--- src/rtl/uart_tx_ctrl_if.sv ---
// Bus/transmitter-side signal bundle for uart_tx_ctrl.
//   slave  : the controller (takes bus config/writes and i_tx_busy, drives
//            FIFO status and the transmitter-facing outputs)
//   master : whoever drives the controller (bus side + transmitter model)
interface uart_tx_ctrl_if #(
  parameter int DEPTH = 4,
  parameter int DIV_W = 16
);
  localparam int CW = $clog2(DEPTH) + 1;

  logic             i_enable;
  logic [DIV_W-1:0] i_div;
  logic [1:0]       i_length;
  logic             i_stop2;
  logic             i_parity;
  logic             i_odd;
  logic             i_wr;
  logic [8:0]       i_wdata;
  logic             i_clr_ovf;
  logic             o_full;
  logic             o_empty;
  logic [CW-1:0]    o_count;
  logic             o_overflow;
  logic             o_idle;
  logic             o_tx_ce;
  logic [8:0]       o_tx_data;
  logic [1:0]       o_tx_length;
  logic             o_tx_stop2;
  logic             o_tx_parity;
  logic             o_tx_odd;
  logic             o_tx_start;
  logic             i_tx_busy;

  modport slave (
    input  i_enable, i_div, i_length, i_stop2, i_parity, i_odd,
           i_wr, i_wdata, i_clr_ovf, i_tx_busy,
    output o_full, o_empty, o_count, o_overflow, o_idle, o_tx_ce,
           o_tx_data, o_tx_length, o_tx_stop2, o_tx_parity, o_tx_odd,
           o_tx_start
  );

  modport master (
    output i_enable, i_div, i_length, i_stop2, i_parity, i_odd,
           i_wr, i_wdata, i_clr_ovf, i_tx_busy,
    input  o_full, o_empty, o_count, o_overflow, o_idle, o_tx_ce,
           o_tx_data, o_tx_length, o_tx_stop2, o_tx_parity, o_tx_odd,
           o_tx_start
  );
endinterface

--- src/rtl/uart_tx_ctrl.sv ---
// UART transmit sequencer: baud tick generator, character FIFO and the
// frame-issue FSM that feeds the transmitter back-to-back frames.
// Ports:
//   i_clk, i_rst : clock, async active-high reset
//   bus          : uart_tx_ctrl_if.slave (config, FIFO write/status,
//                  transmitter tick/start/data/config and busy)
module uart_tx_ctrl #(
  parameter int DEPTH = 4,
  parameter int DIV_W = 16
) (
  input  logic          i_clk,
  input  logic          i_rst,
  uart_tx_ctrl_if.slave bus
);
  localparam int AW = $clog2(DEPTH);
  localparam logic [AW:0] FULL_CNT = (AW+1)'(DEPTH);

  typedef enum logic [1:0] {C_IDLE, C_ISSUE, C_WAIT} state_t;

  state_t           state, state_nxt;
  logic [DIV_W-1:0] cnt;
  logic             tx_ce;
  logic [8:0]       mem [DEPTH];
  logic [AW-1:0]    wptr, rptr;
  logic [AW:0]      count;
  logic             full, empty, push, pop, load, ovf;
  logic             tx_start, tx_stop2, tx_par, tx_odd;
  logic [8:0]       tx_data;
  logic [1:0]       tx_len;

  assign full  = (count == FULL_CNT);
  assign empty = (count == '0);
  assign push  = bus.i_wr && !full;
  // The transmitter samples start on the tick, so the entry is consumed then.
  assign pop   = (state == C_ISSUE) && tx_ce;

  // Baud divider: held at reload value while disabled, so the first tick
  // after enable comes a full period later.
  always_ff @(posedge i_clk or posedge i_rst) begin
    if (i_rst) begin
      cnt   <= '0;
      tx_ce <= 1'b0;
    end else if (!bus.i_enable) begin
      cnt   <= bus.i_div;
      tx_ce <= 1'b0;
    end else if (cnt == '0) begin
      cnt   <= bus.i_div;
      tx_ce <= 1'b1;
    end else begin
      cnt   <= cnt - 1'b1;
      tx_ce <= 1'b0;
    end
  end

  always_ff @(posedge i_clk or posedge i_rst) begin
    if (i_rst) begin
      for (int i = 0; i < DEPTH; i++) mem[i] <= '0;
    end else if (push) begin
      mem[wptr] <= bus.i_wdata;
    end
  end

  always_ff @(posedge i_clk or posedge i_rst) begin
    if (i_rst) begin
      wptr  <= '0;
      rptr  <= '0;
      count <= '0;
      ovf   <= 1'b0;
    end else begin
      if (push) wptr <= wptr + 1'b1;
      if (pop)  rptr <= rptr + 1'b1;
      case ({push, pop})
        2'b10:   count <= count + 1'b1;
        2'b01:   count <= count - 1'b1;
        default: count <= count;
      endcase
      // A dropped write sets the flag even if a pop frees space this cycle.
      if (bus.i_wr && full)  ovf <= 1'b1;
      else if (bus.i_clr_ovf) ovf <= 1'b0;
    end
  end

  always_comb begin
    state_nxt = state;
    load      = 1'b0;
    case (state)
      C_IDLE:
        if (bus.i_enable && !empty) begin
          load      = 1'b1;
          state_nxt = C_ISSUE;
        end
      C_ISSUE:
        if (tx_ce) state_nxt = C_WAIT;
      // Busy low means the transmitter is in its stop bit (or idle); issuing
      // now lets the next start land on the tick that ends the stop bit.
      C_WAIT:
        if (!bus.i_tx_busy) begin
          if (bus.i_enable && !empty) begin
            load      = 1'b1;
            state_nxt = C_ISSUE;
          end else begin
            state_nxt = C_IDLE;
          end
        end
      default: state_nxt = C_IDLE;
    endcase
  end

  always_ff @(posedge i_clk or posedge i_rst) begin
    if (i_rst) begin
      state    <= C_IDLE;
      tx_start <= 1'b0;
      tx_data  <= '0;
      tx_len   <= '0;
      tx_stop2 <= 1'b0;
      tx_par   <= 1'b0;
      tx_odd   <= 1'b0;
    end else begin
      state    <= state_nxt;
      tx_start <= (state_nxt == C_ISSUE);
      // Data and frame config only move on entry to C_ISSUE.
      if (load) begin
        tx_data  <= mem[rptr];
        tx_len   <= bus.i_length;
        tx_stop2 <= bus.i_stop2;
        tx_par   <= bus.i_parity;
        tx_odd   <= bus.i_odd;
      end
    end
  end

  assign bus.o_full      = full;
  assign bus.o_empty     = empty;
  assign bus.o_count     = count;
  assign bus.o_overflow  = ovf;
  assign bus.o_idle      = (state == C_IDLE) && empty && !bus.i_tx_busy;
  assign bus.o_tx_ce     = tx_ce;
  assign bus.o_tx_data   = tx_data;
  assign bus.o_tx_length = tx_len;
  assign bus.o_tx_stop2  = tx_stop2;
  assign bus.o_tx_parity = tx_par;
  assign bus.o_tx_odd    = tx_odd;
  assign bus.o_tx_start  = tx_start;
endmodule

--- src/flat_wrapper.sv ---
// flat-port wrapper written by rule: the top's interface ports become plain ports
module uart_tx_ctrl_flat 
#(
  parameter int DEPTH = 4,
  parameter int DIV_W = 16
)
  (i_clk, i_rst, bus_i_enable, bus_i_div, bus_i_length, bus_i_stop2, bus_i_parity, bus_i_odd, bus_i_wr, bus_i_wdata, bus_i_clr_ovf, bus_i_tx_busy, bus_o_full, bus_o_empty, bus_o_count, bus_o_overflow, bus_o_idle, bus_o_tx_ce, bus_o_tx_data, bus_o_tx_length, bus_o_tx_stop2, bus_o_tx_parity, bus_o_tx_odd, bus_o_tx_start);
  uart_tx_ctrl_if #(.DEPTH(DEPTH), .DIV_W(DIV_W)) bus_i ();
  input  logic i_clk;
  input  logic i_rst;
  input wire logic [$bits(bus_i.i_enable)-1:0] bus_i_enable;
  input wire logic [$bits(bus_i.i_div)-1:0] bus_i_div;
  input wire logic [$bits(bus_i.i_length)-1:0] bus_i_length;
  input wire logic [$bits(bus_i.i_stop2)-1:0] bus_i_stop2;
  input wire logic [$bits(bus_i.i_parity)-1:0] bus_i_parity;
  input wire logic [$bits(bus_i.i_odd)-1:0] bus_i_odd;
  input wire logic [$bits(bus_i.i_wr)-1:0] bus_i_wr;
  input wire logic [$bits(bus_i.i_wdata)-1:0] bus_i_wdata;
  input wire logic [$bits(bus_i.i_clr_ovf)-1:0] bus_i_clr_ovf;
  input wire logic [$bits(bus_i.i_tx_busy)-1:0] bus_i_tx_busy;
  output wire logic [$bits(bus_i.o_full)-1:0] bus_o_full;
  output wire logic [$bits(bus_i.o_empty)-1:0] bus_o_empty;
  output wire logic [$bits(bus_i.o_count)-1:0] bus_o_count;
  output wire logic [$bits(bus_i.o_overflow)-1:0] bus_o_overflow;
  output wire logic [$bits(bus_i.o_idle)-1:0] bus_o_idle;
  output wire logic [$bits(bus_i.o_tx_ce)-1:0] bus_o_tx_ce;
  output wire logic [$bits(bus_i.o_tx_data)-1:0] bus_o_tx_data;
  output wire logic [$bits(bus_i.o_tx_length)-1:0] bus_o_tx_length;
  output wire logic [$bits(bus_i.o_tx_stop2)-1:0] bus_o_tx_stop2;
  output wire logic [$bits(bus_i.o_tx_parity)-1:0] bus_o_tx_parity;
  output wire logic [$bits(bus_i.o_tx_odd)-1:0] bus_o_tx_odd;
  output wire logic [$bits(bus_i.o_tx_start)-1:0] bus_o_tx_start;
  assign bus_i.i_enable = bus_i_enable;
  assign bus_i.i_div = bus_i_div;
  assign bus_i.i_length = bus_i_length;
  assign bus_i.i_stop2 = bus_i_stop2;
  assign bus_i.i_parity = bus_i_parity;
  assign bus_i.i_odd = bus_i_odd;
  assign bus_i.i_wr = bus_i_wr;
  assign bus_i.i_wdata = bus_i_wdata;
  assign bus_i.i_clr_ovf = bus_i_clr_ovf;
  assign bus_i.i_tx_busy = bus_i_tx_busy;
  assign bus_o_full = bus_i.o_full;
  assign bus_o_empty = bus_i.o_empty;
  assign bus_o_count = bus_i.o_count;
  assign bus_o_overflow = bus_i.o_overflow;
  assign bus_o_idle = bus_i.o_idle;
  assign bus_o_tx_ce = bus_i.o_tx_ce;
  assign bus_o_tx_data = bus_i.o_tx_data;
  assign bus_o_tx_length = bus_i.o_tx_length;
  assign bus_o_tx_stop2 = bus_i.o_tx_stop2;
  assign bus_o_tx_parity = bus_i.o_tx_parity;
  assign bus_o_tx_odd = bus_i.o_tx_odd;
  assign bus_o_tx_start = bus_i.o_tx_start;
  uart_tx_ctrl #(.DEPTH(DEPTH), .DIV_W(DIV_W)) u_core (.i_clk(i_clk), .i_rst(i_rst), .bus(bus_i));
endmodule
--- config.mk ---
export PLATFORM = sky130hd
export DESIGN_NAME = uart_tx_ctrl_flat
export DESIGN_NICKNAME = d
export VERILOG_FILES = /design/src/rtl/uart_tx_ctrl_if.sv /design/src/rtl/uart_tx_ctrl.sv /design/src/flat_wrapper.sv
export SDC_FILE = /design/constraint.sdc
export NUM_CORES = 1
export LEC_CHECK = 0
export CORE_AREA = 2 2 100 111
export DETAILED_ROUTE_END_ITERATION = 12
export DIE_AREA = 0 0 102 113
export GPL_TIMING_DRIVEN = 0
export HOLD_SLACK_MARGIN = 0.05
export SYNTH_ARGS = -nofsm -noshare
export SYNTH_HDL_FRONTEND = slang
export SYNTH_SLANG_ARGS = --single-unit
--- constraint.sdc ---
create_clock -name i_clk -period 6 [get_ports i_clk]
set_input_delay 1.2 -clock i_clk [delete_from_list [all_inputs] [get_ports i_clk]]
set_output_delay 1.2 -clock i_clk [all_outputs]
set_load 0.05 [all_outputs]
After elaboration in Yosys (flattened, before gate mapping)
Index checks and enable logic that the tools add are counted.
{"block": "op_classes", "addsub": 5, "n_lt_le_gt_ge": 3, "eq_ne": 6, "mux": 21, "bitwise": 2, "n_reduce_logical": 15}
{"operator": "36-bit bitwise mux", "n": 1}
{"operator": "16-bit 2-to-1 mux", "n": 2}
{"operator": "9-bit 2-to-1 mux", "n": 3}
{"operator": "9-bit binary-select mux with 2-bit select", "n": 1}
{"operator": "9-bit demux with 2-bit select", "n": 1}
{"operator": "16-bit zero test", "n": 1}
{"operator": "16-bit by 1-bit subtractor with 16-bit output, second input constant", "n": 1}
{"operator": "1-bit logical AND", "n": 7}
{"operator": "1-bit 2-to-1 mux", "n": 7}
{"operator": "2-bit by 1-bit == test with 1-bit output, second input constant", "n": 3}
{"operator": "3-bit greater-or-equal comparator, second input constant", "n": 2}
{"operator": "2-bit 2-to-1 mux", "n": 3}
{"operator": "2-bit NOT with 3-bit output", "n": 2}
{"operator": "2-bit one-hot mux with 3 select lines", "n": 1}
{"operator": "3-bit one-hot mux with 2 select lines", "n": 1}
{"operator": "2-bit by 1-bit adder with 2-bit output, second input constant", "n": 2}
{"operator": "2-bit == test, second input constant", "n": 2}
{"operator": "2-bit nonzero test", "n": 2}
{"operator": "3-bit by 1-bit adder with 3-bit output, second input constant", "n": 1}
{"operator": "3-bit == test, second input constant", "n": 1}
{"operator": "1-bit zero test", "n": 3}
{"operator": "3-bit zero test", "n": 1}
{"operator": "3-bit by 1-bit < comparator with 1-bit output, second input constant", "n": 1}
{"operator": "3-bit by 1-bit subtractor with 3-bit output, second input constant", "n": 1}
{"operator": "other kinds (2)", "n": 2}
{"block": "totals", "register_bits": 78, "input_bits": 36, "out_inout_bits": 23, "wordCells": 69}

Logic depth before layout (Yosys ltp)
{"block": "logic_depth", "ltp_word": 7, "mapped_depth": 10, "mapped_depth_nobuf": 9}

Worst setup path before layout
Ideal clock, no wire load.
{"block": "synth_timing", "path_type": "input to output", "startpoint": "input bus_i_tx_busy", "endpoint": "output bus_o_idle", "arrival_time_ns": 2.699, "required_time_ns": 4.800, "setup_slack_ns": 2.101, "path_stages": 1, "n_path_buf": 0, "path_cell_list": "nor4_1"}
{"block": "synth_via", "elab_chain_cells": 2}
{"item": "start, declared", "line": "flat_wrapper.sv:20", "text": "input wire logic [$bits(bus_i.i_tx_busy)-1:0] bus_i_tx_busy;"}
{"item": "1-bit zero test"}
{"item": "1-bit logical AND", "line": "uart_tx_ctrl.sv:136", "text": "assign bus.o_idle = (state == C_IDLE) && empty && !bus.i_tx_busy;"}
{"item": "end, declared", "line": "flat_wrapper.sv:25", "text": "output wire logic [$bits(bus_i.o_idle)-1:0] bus_o_idle;"}
Every way passes these cells.

Worst setup path in the final report
Same ends and word-level chain as after synthesis.

==> impl_metrics.py <==
metrics = {
    "synth": {
        "ys_ff_latch": 78,
        "netlist_top_cells_count": "dfrtp_1 (78), mux2_2 (50), nand2_1 (25)",
        "synth.most_common_cell": "dfrtp_1",
        "yosysUniqueCellTypes": 37,
        "synth_adder_area_share": 0.02934,
        "synthesis.nets": 312,
        "avgSynthCellArea_um2": 13.68,
        "ys.flop_type": "dfrtp_1",
        "synth_edf_count": 0,
        "muxShareOfSynthArea": 0.2088,
        "syn-cell-area_um2": 3667,
        "synth_top_area_frac": 0.5322,
        "synth_cells": 268,
        "synth_top_family_by_area": "multiplexers",
        "yosys_warnings": 0,
        "ys_async_sr_fraction": 1.000,
        "synth_xor_area_frac": 0.04299,
        "synth_compound_area_frac": 0.05664,
        "synth-simple-area-share": 0.09962,
        "seq_area_frac_synth": 0.5322,
        "synth_top_area_cell": "dfrtp_1",
        "synth_area_leaders": "dfrtp_1 (53%), mux2_2 (15%), mux4_2 (5.5%), o21ai_2 (3.6%), xor2_1 (2.6%)",
    },
    "place": {
        "dp_hpwl_mm": 4.804,
        "numPortBuffers": 58,
        "place.gp.congestion": 0.7336,
    },
    "floorplanning": {
        "dieArea_um2": 11530,
        "io_pins": 59,
        "die_x_um": 102,
        "core.rowCount": 39,
        "coreArea_um2": 10340,
        "start_util": 0.3545,
        "dieHeight_um": 113,
    },
    "final_layout": {
        "area_growth_pct": 29.82,
        "num-fill-cells": 965,
        "nets": 382,
        "drive_above_1_share": 0.3178,
        "antenna_cells": 0,
    },
    "cts": {
        "cts_hold_buf": 0,
        "cts_tree": "done",
        "cts_buffers": 9,
        "clkTransAtPathRegs_ns": 0.07,
        "insertion_delay_ns": 0.33,
        "cts_buffer_depth": 2,
        "cts_setup_buffers": 0,
        "cts_sinks": 78,
        "clock-root-buffer": "clkbuf_16",
        "cts_resized": 0,
        "cts_max_level": 3,
    },
    "drt": {
        "drtIter0Drc": 49,
        "firstDrtPassIters": 4,
        "final_antenna_net_count": 0,
        "wire_per_inst_um": 14.01,
        "wirelength_mm": 6.811,
        "drc": 0,
        "vias_per_cell": 4.706,
        "via_count": 2287,
    },
    "sta": {
        "max_clock_freq_mhz": 255.2,
        "tightestPinTransition_ns": 0.6908,
        "hold_viol": 0,
        "setup_violations": 0,
        "fin_setup_tns_ns": 0,
        "fin_crit_ns": 3.918,
        "timing.final.crit_share": 0.6530,
        "slew_headroom": 0.5394,
        "rsz0062_at_grt": "false",
        "fin_worst_skew_ns": 0.005888,
        "maxSlewViolCount": 0,
    },
    "pwr": {
        "p_per_area_nw_per_um2": 474.1,
        "power_mw": 2.257,
        "leakage_nw": 1.973,
        "irDropWorstVdd_v": 0.0001524,
    },
    "setup_path": {
        "cpMostUsedCell": "clkdlybuf4s50_1",
        "crit_chain": "clkdlybuf4s50_1 -> nor4_1 -> clkdlybuf4s50_1",
        "slowest_delay_ns": 0.86,
        "worst-path-max-fanout": 2,
        "cp_slowest_cell": "clkdlybuf4s50_1",
        "crit_type": "in -> out",
        "end_kind": "output pin",
        "crit_required_ns": 4.80,
        "arrival_ns": 2.72,
        "cp-start-kind": "input port",
    },
    "global_routing": {
        "grt_pass1_wl_mm": 11.54,
        "overflow": 0,
        "track_usage": 0.1277,
        "antenna_found_initial": 0,
        "grt_max_degree": 70,
        "grt_pass1_vias": 2439,
    },
    "worst_hold_path": {
        "hold_path_class": "reg -> reg",
    },
    "status": {
        "outcome": "finished, final reports clean",
    },
    "run": {
        "cap_violations": 0,
    },
}
final timing paths:
kind                                        from  depth (start not counted)  slack (ns)                     to
setup / recovery                   bus_i_tx_busy                          3        2.08             bus_o_idle
hold / removal                     u_core.mem[4]                          1        0.50          u_core.mem[4]
setup reg to reg           u_core.bus.o_count[1]                         10        3.75  u_core.bus.o_count[2]
hold reg to reg                    u_core.mem[4]                          1        0.50          u_core.mem[4]
max in group asynchronous                  i_rst                          3        4.32     u_core.bus.o_tx_ce
min in group asynchronous                  i_rst                          2        1.12          u_core.cnt[6]
worst max-delay path, delay by kind of cell:
family / cells / cell delay, ns
AND/OR/NAND/NOR: 1 / 0.24
buffers and inverters: 2 / 1.28
cell families (layout without fill, tap and decap cells):
| family | count (synthesis) | after routing |
|---|---|---|
| and+or+nand+nor | 59 | 59 |
| xor gates and xnor gates | 18 | 18 |
| AOI/OAI and AO/OA | 25 | 25 |
| muxes | 59 | 59 |
| buffers and inverters | 21 | 96 |
| adders and majority gates | 8 | 8 |
| DFF | 78 | 78 |
sequential cells by signal, indices dropped and copies added, names as in the netlist, 2 cells and up:
signal / count
u_core.wptr: 2
u_core.bus.o_tx_length: 2
u_core.mem: 36
u_core.state: 2
u_core.cnt: 16
u_core.bus.o_count: 3
u_core.bus.o_tx_data: 9
u_core.rptr: 2
power by group:
part	switching [mW]	internal [mW]	total, mW
registers	0.115	0.735	0.850
logic	0.456	0.403	0.858
clock network	0.222	0.326	0.548
cells in the final DEF (no fill, tap or decap), drive strengths merged:
| cell | netlist | routed |
|---|---|---|
| nand4b | 2 | 2 |
| clkdlybuf4s50 | 0 | 58 |
| xor2 | 11 | 11 |
| o21a | 1 | 1 |
| nand2b | 2 | 2 |
| nor3 | 4 | 4 |
| buf | 6 | 7 |
| clkinvlp | 0 | 3 |
| xnor2 | 7 | 7 |
| o31a | 2 | 2 |
| nor4b | 1 | 1 |
| inv | 14 | 17 |
| bufinv | 0 | 1 |
| nor3b | 2 | 2 |
| or3 | 1 | 1 |
| dfrtp | 78 | 78 |
| nor2 | 5 | 5 |
| clkbuf | 1 | 10 |
| nand4 | 2 | 2 |
| fa | 1 | 1 |
| or2 | 1 | 1 |
| mux2 | 50 | 50 |
| mux4 | 9 | 9 |
| a41o | 1 | 1 |
| nand3b | 2 | 2 |
| nor4 | 4 | 4 |
| nand3 | 2 | 2 |
| nor2b | 2 | 2 |
| o21ai | 21 | 21 |
| ha | 7 | 7 |
| nand2 | 29 | 29 |
metal layers:
| metal | part of all wire | global-route usage |
|---|---|---|
| met1 | 0.44 | 0.1614 |
| met2 | 0.50 | 0.2118 |
| met3 | 0.037 | 0.02656 |
| met4 | 0.020 | 0.05333 |
| met5 | 0 | 0 |
area by class of cell:
type | count | area [µm²] | area share
Sequential cell | 78 | 1952 | 0.4100
Multi-Input combinational cell | 169 | 1604 | 0.3369
Timing Repair Buffer | 59 | 608.1 | 0.1277
Clock buffer | 9 | 225.2 | 0.04731
Tap cell | 143 | 178.9 | 0.03758
Clock inverter | 7 | 78.83 | 0.01656
Buffer | 7 | 58.81 | 0.01235
Inverter | 14 | 55.05 | 0.01156
per-stage QoR:
step	hold slack (ns)	area, µm²	util	instances	setup WS [ns]
finish	0.5013	4761	0.4602	486	2.082
detailed placement	0.4889	4457	0.4308	470	2.039
CTS	0.5036	4761	0.4602	486	2.044
global placement	0.4826	4427	0.4279	469	1.444
floorplan	0.4732	3667	-	268	2.101
global route	0.5109	4761	0.4602	486	2.041
(Power assumes the default switching activity.)
==> RTL edit 1: new RTL, config.mk and constraints unchanged <==
`DEPTH` is set to 4 in 3 places; all go to 8.
--- a/src/rtl/uart_tx_ctrl_if.sv
+++ b/src/rtl/uart_tx_ctrl_if.sv
@@ -3,7 +3,7 @@
 //            FIFO status and the transmitter-facing outputs)
 //   master : whoever drives the controller (bus side + transmitter model)
 interface uart_tx_ctrl_if #(
-  parameter int DEPTH = 4,
+  parameter int DEPTH = 8,
   parameter int DIV_W = 16
 );
   localparam int CW = $clog2(DEPTH) + 1;
--- a/src/rtl/uart_tx_ctrl.sv
+++ b/src/rtl/uart_tx_ctrl.sv
@@ -5,7 +5,7 @@
 //   bus          : uart_tx_ctrl_if.slave (config, FIFO write/status,
 //                  transmitter tick/start/data/config and busy)
 module uart_tx_ctrl #(
-  parameter int DEPTH = 4,
+  parameter int DEPTH = 8,
   parameter int DIV_W = 16
 ) (
   input  logic          i_clk,
--- a/src/flat_wrapper.sv
+++ b/src/flat_wrapper.sv
@@ -1,7 +1,7 @@
 // flat-port wrapper written by rule: the top's interface ports become plain ports
 module uart_tx_ctrl_flat 
 #(
-  parameter int DEPTH = 4,
+  parameter int DEPTH = 8,
   parameter int DIV_W = 16
 )
   (i_clk, i_rst, bus_i_enable, bus_i_div, bus_i_length, bus_i_stop2, bus_i_parity, bus_i_odd, bus_i_wr, bus_i_wdata, bus_i_clr_ovf, bus_i_tx_busy, bus_o_full, bus_o_empty, bus_o_count, bus_o_overflow, bus_o_idle, bus_o_tx_ce, bus_o_tx_data, bus_o_tx_length, bus_o_tx_stop2, bus_o_tx_parity, bus_o_tx_odd, bus_o_tx_start);
Ports: changed (resized bus_o_count); port bits go from 59 to 60. No check against the original RTL was run, so the function may have changed too.
==> RTL edit 1 against the original RTL <==
- design area up 41%
- power up 48%
- fmax down 1.1%
- worst hold slack worse by 0.027 ns
- routed wire length up 66%
- first-iteration DRC count up 140%
- synthesized area up 46%
- setup slack worse by 0.043 ns
- sequential cell count up 39
- highest routed layer unchanged
==> RTL edit 1: results (changes against the original RTL) <==
status -> finished clean
max FFs per register -> 72 (+100%)
Post-DP Area -> 6150 um^2 (+38%)
met3 Use GR -> 0.0531 (+0.0266)
Internal Power -> 0.00229 W (+56%)
placed instance count -> 594 (+26%)
H-tree lvl count -> 4 (+1)
drt wl/cell -> 18.1 um (+29%)
Distinct cells, synth -> 41 (+11%)
TritonCTS Buffers -> 17 (+8)
clock latency on the worst-skew pair -> 0.41 ns (+0.08 ns)
met1 Use GR -> 0.286 (+0.125)
final core occ -> 0.649 (+0.189)
largest net degree at the start of global routing -> 100 (+43%)
VDD IR max -> 0.301 mV (+98%)
HPWL after detailed placement -> 7.23 mm (+51%)
Vias/cell -> 5.42 (+15%)
Placement Setup Slack -> 2.06 ns (+0.0204 ns)
Bufs on Longest Clock Path -> 2 (unchanged)
met2 Use GR -> 0.335 (+0.123)
first-pass GRT wire length -> 18.4 mm (+60%)
Tot GR Track Use -> 0.217 (+0.0889)
number of global-route vias before repair -> 3539 (+45%)
Placer Congestion -> 0.772 (+5.3%)
Yosys Warn Count -> 0 (unchanged)
Fill cells -> 824 (-15%)
fraction of layout instances using a drive strength above 1 -> 0.292 (-0.0259)
most common library cells after synthesis -> dfrtp_1, mux2_2, nand2_1
Reg clk slew, reported paths -> 0.05 ns (-0.02 ns)
Synth area leaders -> dfrtp_1, mux2_2, mux4_2
# port buffers -> 59 (+1.7%)
Nets -> 513 (+34%)
Gate Count Post-Synth -> 391 (+46%)
Seq/Total Area, Yosys -> 0.547 (+0.0150)
Crit-path slowest cell -> clkdlybuf4s50_1
First-pass DRT Iterations -> 4 (unchanged)
Slew HR -> 0.248 (-0.292)
Clock Skews -> 0.00753 ns (+0.00165 ns)
Mapped Nets -> 434 (+39%)
LEAKAGE -> 2.81 nW (+42%)
DRT Wirelength -> 11.3 mm (+66%)
Crit path arrival time -> 2.76 ns (+0.04 ns)
DR iter-0 viols -> 116 (+140%)
## RTL edit 1: changes by cell type after synthesis, moves of 3 or more
cell / unedited run / this run
nand2_1: 25 / 35
dfrtp_1: 78 / 117
o21ai_0: 6 / 28
buf_2: 2 / 7
mux4_2: 9 / 18
a21oi_1: 0 / 3
mux2i_1: 0 / 9
inv_1: 14 / 8
nand2_4: 4 / 0
mux2_2: 50 / 79
nand3_2: 0 / 3
o21ai_2: 15 / 0
clkbuf_1: 1 / 6
## RTL edit 1: layer usage
| metal | wire [um] | part of all wire |
|---|---|---|
| met5 | 0 | 0 |
| met4 | 270 | 0.024 |
| met3 | 413 | 0.037 |
| met1 | 5130 | 0.45 |
| met2 | 5500 | 0.49 |
## RTL edit 1: critical path, delay by kind of cell
family                 cells  cell delay [ns]
buffers and inverters      2             1.28
and+or+nand+nor            1             0.27
## RTL edit 1: logic make-up after synthesis
| kind of cell | after synthesis | synth area share |
|---|---|---|
| AND/OR/NAND/NOR | 81 | 0.0851 |
| buffers and inverters | 22 | 0.0171 |
| adder cells (fa/ha/maj) | 7 | 0.0164 |
| XOR/XNOR | 21 | 0.0344 |
| multiplexers | 106 | 0.259 |
| AO/OA/AOI/OAI | 37 | 0.0409 |
| flip-flops | 117 | 0.547 |
## RTL edit 1: cell type report
class                      count  share of cell area
sequential                   117               0.436
multi-input combinational    252               0.347
timing repair buffer          60              0.0921
clock buffer                  29              0.0775
tap                          143              0.0267
buffer                        14             0.00913
clock inverter                 3             0.00596
inverter                       8             0.00522
## RTL edit 1: power groups by stage
| stage | Clock, W | Sequential, W | Combinational [W] |
|---|---|---|---|
| after floorplan | 0 | 0.00148 | 0.000606 |
| after global placement | 0 | 0.00130 | 0.00107 |
| after CTS | 0.000964 | 0.00131 | 0.00110 |
| final | 0.000942 | 0.00131 | 0.00108 |
| after global routing | 0.00101 | 0.00135 | 0.00117 |
| after detailed placement | 0 | 0.00132 | 0.00109 |
## RTL edit 1: final timing paths
| kind | end | slack [ns] | cells after the start | start |
|---|---|---|---|---|
| max reg2reg | u_core.bus.o_count[2]$_DFFE_PP0P_ | 3.35 | 12 | u_core.bus.o_count[1]$_DFFE_PP0P_ |
| max in group asynchronous | u_core.mem[47]$_DFFE_PP0P_ | 4.19 | 3 | i_rst |
| min | u_core.bus.o_tx_data[1]$_DFFE_PP0P_ | 0.47 | 2 | u_core.bus.o_tx_data[1]$_DFFE_PP0P_ |
| min in group asynchronous | u_core.bus.o_tx_odd$_DFFE_PP0P_ | 1.11 | 2 | i_rst |
| max | bus_o_idle | 2.04 | 3 | bus_i_tx_busy |
| min reg2reg | u_core.bus.o_tx_data[1]$_DFFE_PP0P_ | 0.47 | 2 | u_core.bus.o_tx_data[1]$_DFFE_PP0P_ |
==> RTL edit 2: new RTL, config.mk and constraints unchanged <==
Made on the original files. Encoding of `state_t`: now one-hot (3 bits for 3 states).
--- a/src/rtl/uart_tx_ctrl.sv
+++ b/src/rtl/uart_tx_ctrl.sv
@@ -15,7 +15,7 @@
   localparam int AW = $clog2(DEPTH);
   localparam logic [AW:0] FULL_CNT = (AW+1)'(DEPTH);
 
-  typedef enum logic [1:0] {C_IDLE, C_ISSUE, C_WAIT} state_t;
+  typedef enum logic [2:0] {C_IDLE = 3'b001, C_ISSUE = 3'b010, C_WAIT = 3'b100} state_t;
 
   state_t           state, state_nxt;
   logic [DIV_W-1:0] cnt;
Behaviour: same outputs for any inputs over 4 cycles, from zero or initial values and one cycle with i_rst high; so few cycles prove little.
==> RTL edit 2 against the original RTL <==
- die area unchanged
- routed wire length up 11%
- design area up 0.63%
- critical path type unchanged
- synthesized area up 0.96%
- count of clock-buffer cells in the layout up 1
- setup slack worse by 0.21 ns
- power up 3.4%
- global-route usage up 1.1 points
- sequential cell count up 1
- critical endpoint unchanged
==> RTL edit 2: results (changes against the original RTL) <==
Biggest register -> u_core.mem
placed instance count -> 479 (+1.9%)
# port buffers -> 58 (unchanged)
Diodes inserted -> 0 (unchanged)
DRT Wirelength -> 7.57 mm (+11%)
Clock Skews -> 0.00560 ns (-0.000292 ns)
TritonCTS Buffers -> 9 (unchanged)
Mapped Nets -> 321 (+2.9%)
CP startpoint -> bus_i_tx_busy
Post CTS Setup Buffer Count -> 0 (unchanged)
Crit-path slowest cell -> clkdlybuf4s50_1
VDD IR max -> 0.325 mV (+110%)
startpoint types -> primary input
Reg clk slew, reported paths -> 0.06 ns
Vias/cell -> 4.71 (about the same)
Yosys Warn Count -> 0 (unchanged)
first-pass GRT wire length -> 12.3 mm (+6.9%)
Distinct cells, synth -> 40 (+8.1%)
CP max FO -> 4 (+2)
CP delay by family, top -> buffers and inverters
largest net degree at the start of global routing -> 49 (-30%)
Crit path arrival time -> 2.93 ns (+0.21 ns)
Layout Cells excl Fill -> 495 (+1.9%)
Placer Congestion -> 0.784 (+6.9%)
Hold Crit Start -> u_core.bus.o_count[2]$_DFFE_PP0P_
Tot GR Track Use -> 0.139 (+0.0108)
Max stage delay on crit path -> 0.88 ns (+0.02 ns)
fraction of layout instances using a drive strength above 1 -> 0.301 (-0.0166)
hold crit path type -> flop to flop
Seq/Total Area, Yosys -> 0.534 (+0.00206)
HPWL after detailed placement -> 5.22 mm (+8.6%)
Gate Count Post-Synth -> 277 (+3.4%)
Bufs on Longest Clock Path -> 2 (unchanged)
clock latency on the worst-skew pair -> 0.33 ns (about the same)
number of global-route vias before repair -> 2416 (-0.94%)
share of flip-flops with an asynchronous set or reset -> 1.00 (unchanged)
H-tree lvl count -> 3 (unchanged)
Resized Gates After CTS -> 0 (unchanged)
Least-Margin Pin Slew -> 0.827 ns (+0.136 ns)
Synth area leaders -> dfrtp_1, mux2_2, mux4_2
main flop type after synthesis -> dfrtp_1
First-pass DRT Iterations -> 4 (unchanged)
status -> finished clean
DR iter-0 viols -> 43 (-12%)
most common library cells after synthesis -> dfrtp_1, mux2_2, nand2_1
clock root buffer -> clkbuf_16
Nets -> 391 (+2.4%)
LEAKAGE -> 1.97 nW (-0.35%)
r2r setup slk -> 3.71 ns (-0.04 ns)
==> RTL edit 2: cell types whose count changed after synthesis, sizes merged, moves of 3 or more <==
cell / delta
xnor2: +7
xor2: -6
nand2: -4
or4: +4
a21oi: +3
clkbuf: +3
inv: -3
==> RTL edit 2: stage by stage <==
step | utilization | setup slack [ns] | total power [W] | hold WS [ns] | area [um^2]
after floorplan | - | 2.05 | 0.00153 | 0.468 | 3700
after CTS | 0.463 | 1.89 | 0.00237 | 0.503 | 4790
after global routing | 0.463 | 1.83 | 0.00246 | 0.519 | 4790
final | 0.463 | 1.87 | 0.00233 | 0.499 | 4790
after detailed placement | 0.434 | 1.91 | 0.00181 | 0.489 | 4490
after global placement | 0.431 | 1.38 | 0.00178 | 0.482 | 4460
==> RTL edit 2: per-layer routing <==
layer,GRT usage,up-vias,share of wire
li1,-,1117,-
met2,0.230,37,0.51
met1,0.180,1171,0.45
met5,0,-,0
met3,0.0395,5,0.031
met4,0.0320,0,0.0066
==> RTL edit 2: logic make-up after synthesis <==
| family | after synthesis | synth area share |
|---|---|---|
| XOR/XNOR | 19 | 0.0449 |
| adder cells (fa/ha/maj) | 8 | 0.0291 |
| AND/OR/NAND/NOR | 61 | 0.0892 |
| multiplexers | 59 | 0.207 |
| flip-flops | 79 | 0.534 |
| AO/OA/AOI/OAI | 30 | 0.0659 |
| buffers and inverters | 21 | 0.0297 |
==> RTL edit 2: final timing paths <==
check,end,cells past startpoint
worst max-delay path,bus_o_idle,3
worst min register to register,u_core.bus.o_count[2]$_DFFE_PP0P_,1
worst max register to register,u_core.bus.o_count[2]$_DFFE_PP0P_,10
min in group asynchronous,u_core.cnt[7]$_DFF_PP0_,2
max in group asynchronous,u_core.state[0]$_DFF_PP1_,3
worst min-delay path,u_core.bus.o_count[2]$_DFFE_PP0P_,1
==> RTL edit 2: layout make-up <==
class                   instances  area (um^2)
plain buffers                  10         68.8
repair buffers                 59          608
multi-input cells             177         1610
fillers                       981         5550
inverters                      11         43.8
clock buffers                  10          239
flip-flops and latches         79         1980
clock inverters                 6         60.1
well taps                     143          179
==> RTL edit 2: where the power goes <==
part	total (W)	internal (W)	switching [W]
logic	0.000919	0.000426	0.000493
registers	0.000872	0.000752	0.000120
clock network	0.000542	0.000331	0.000211
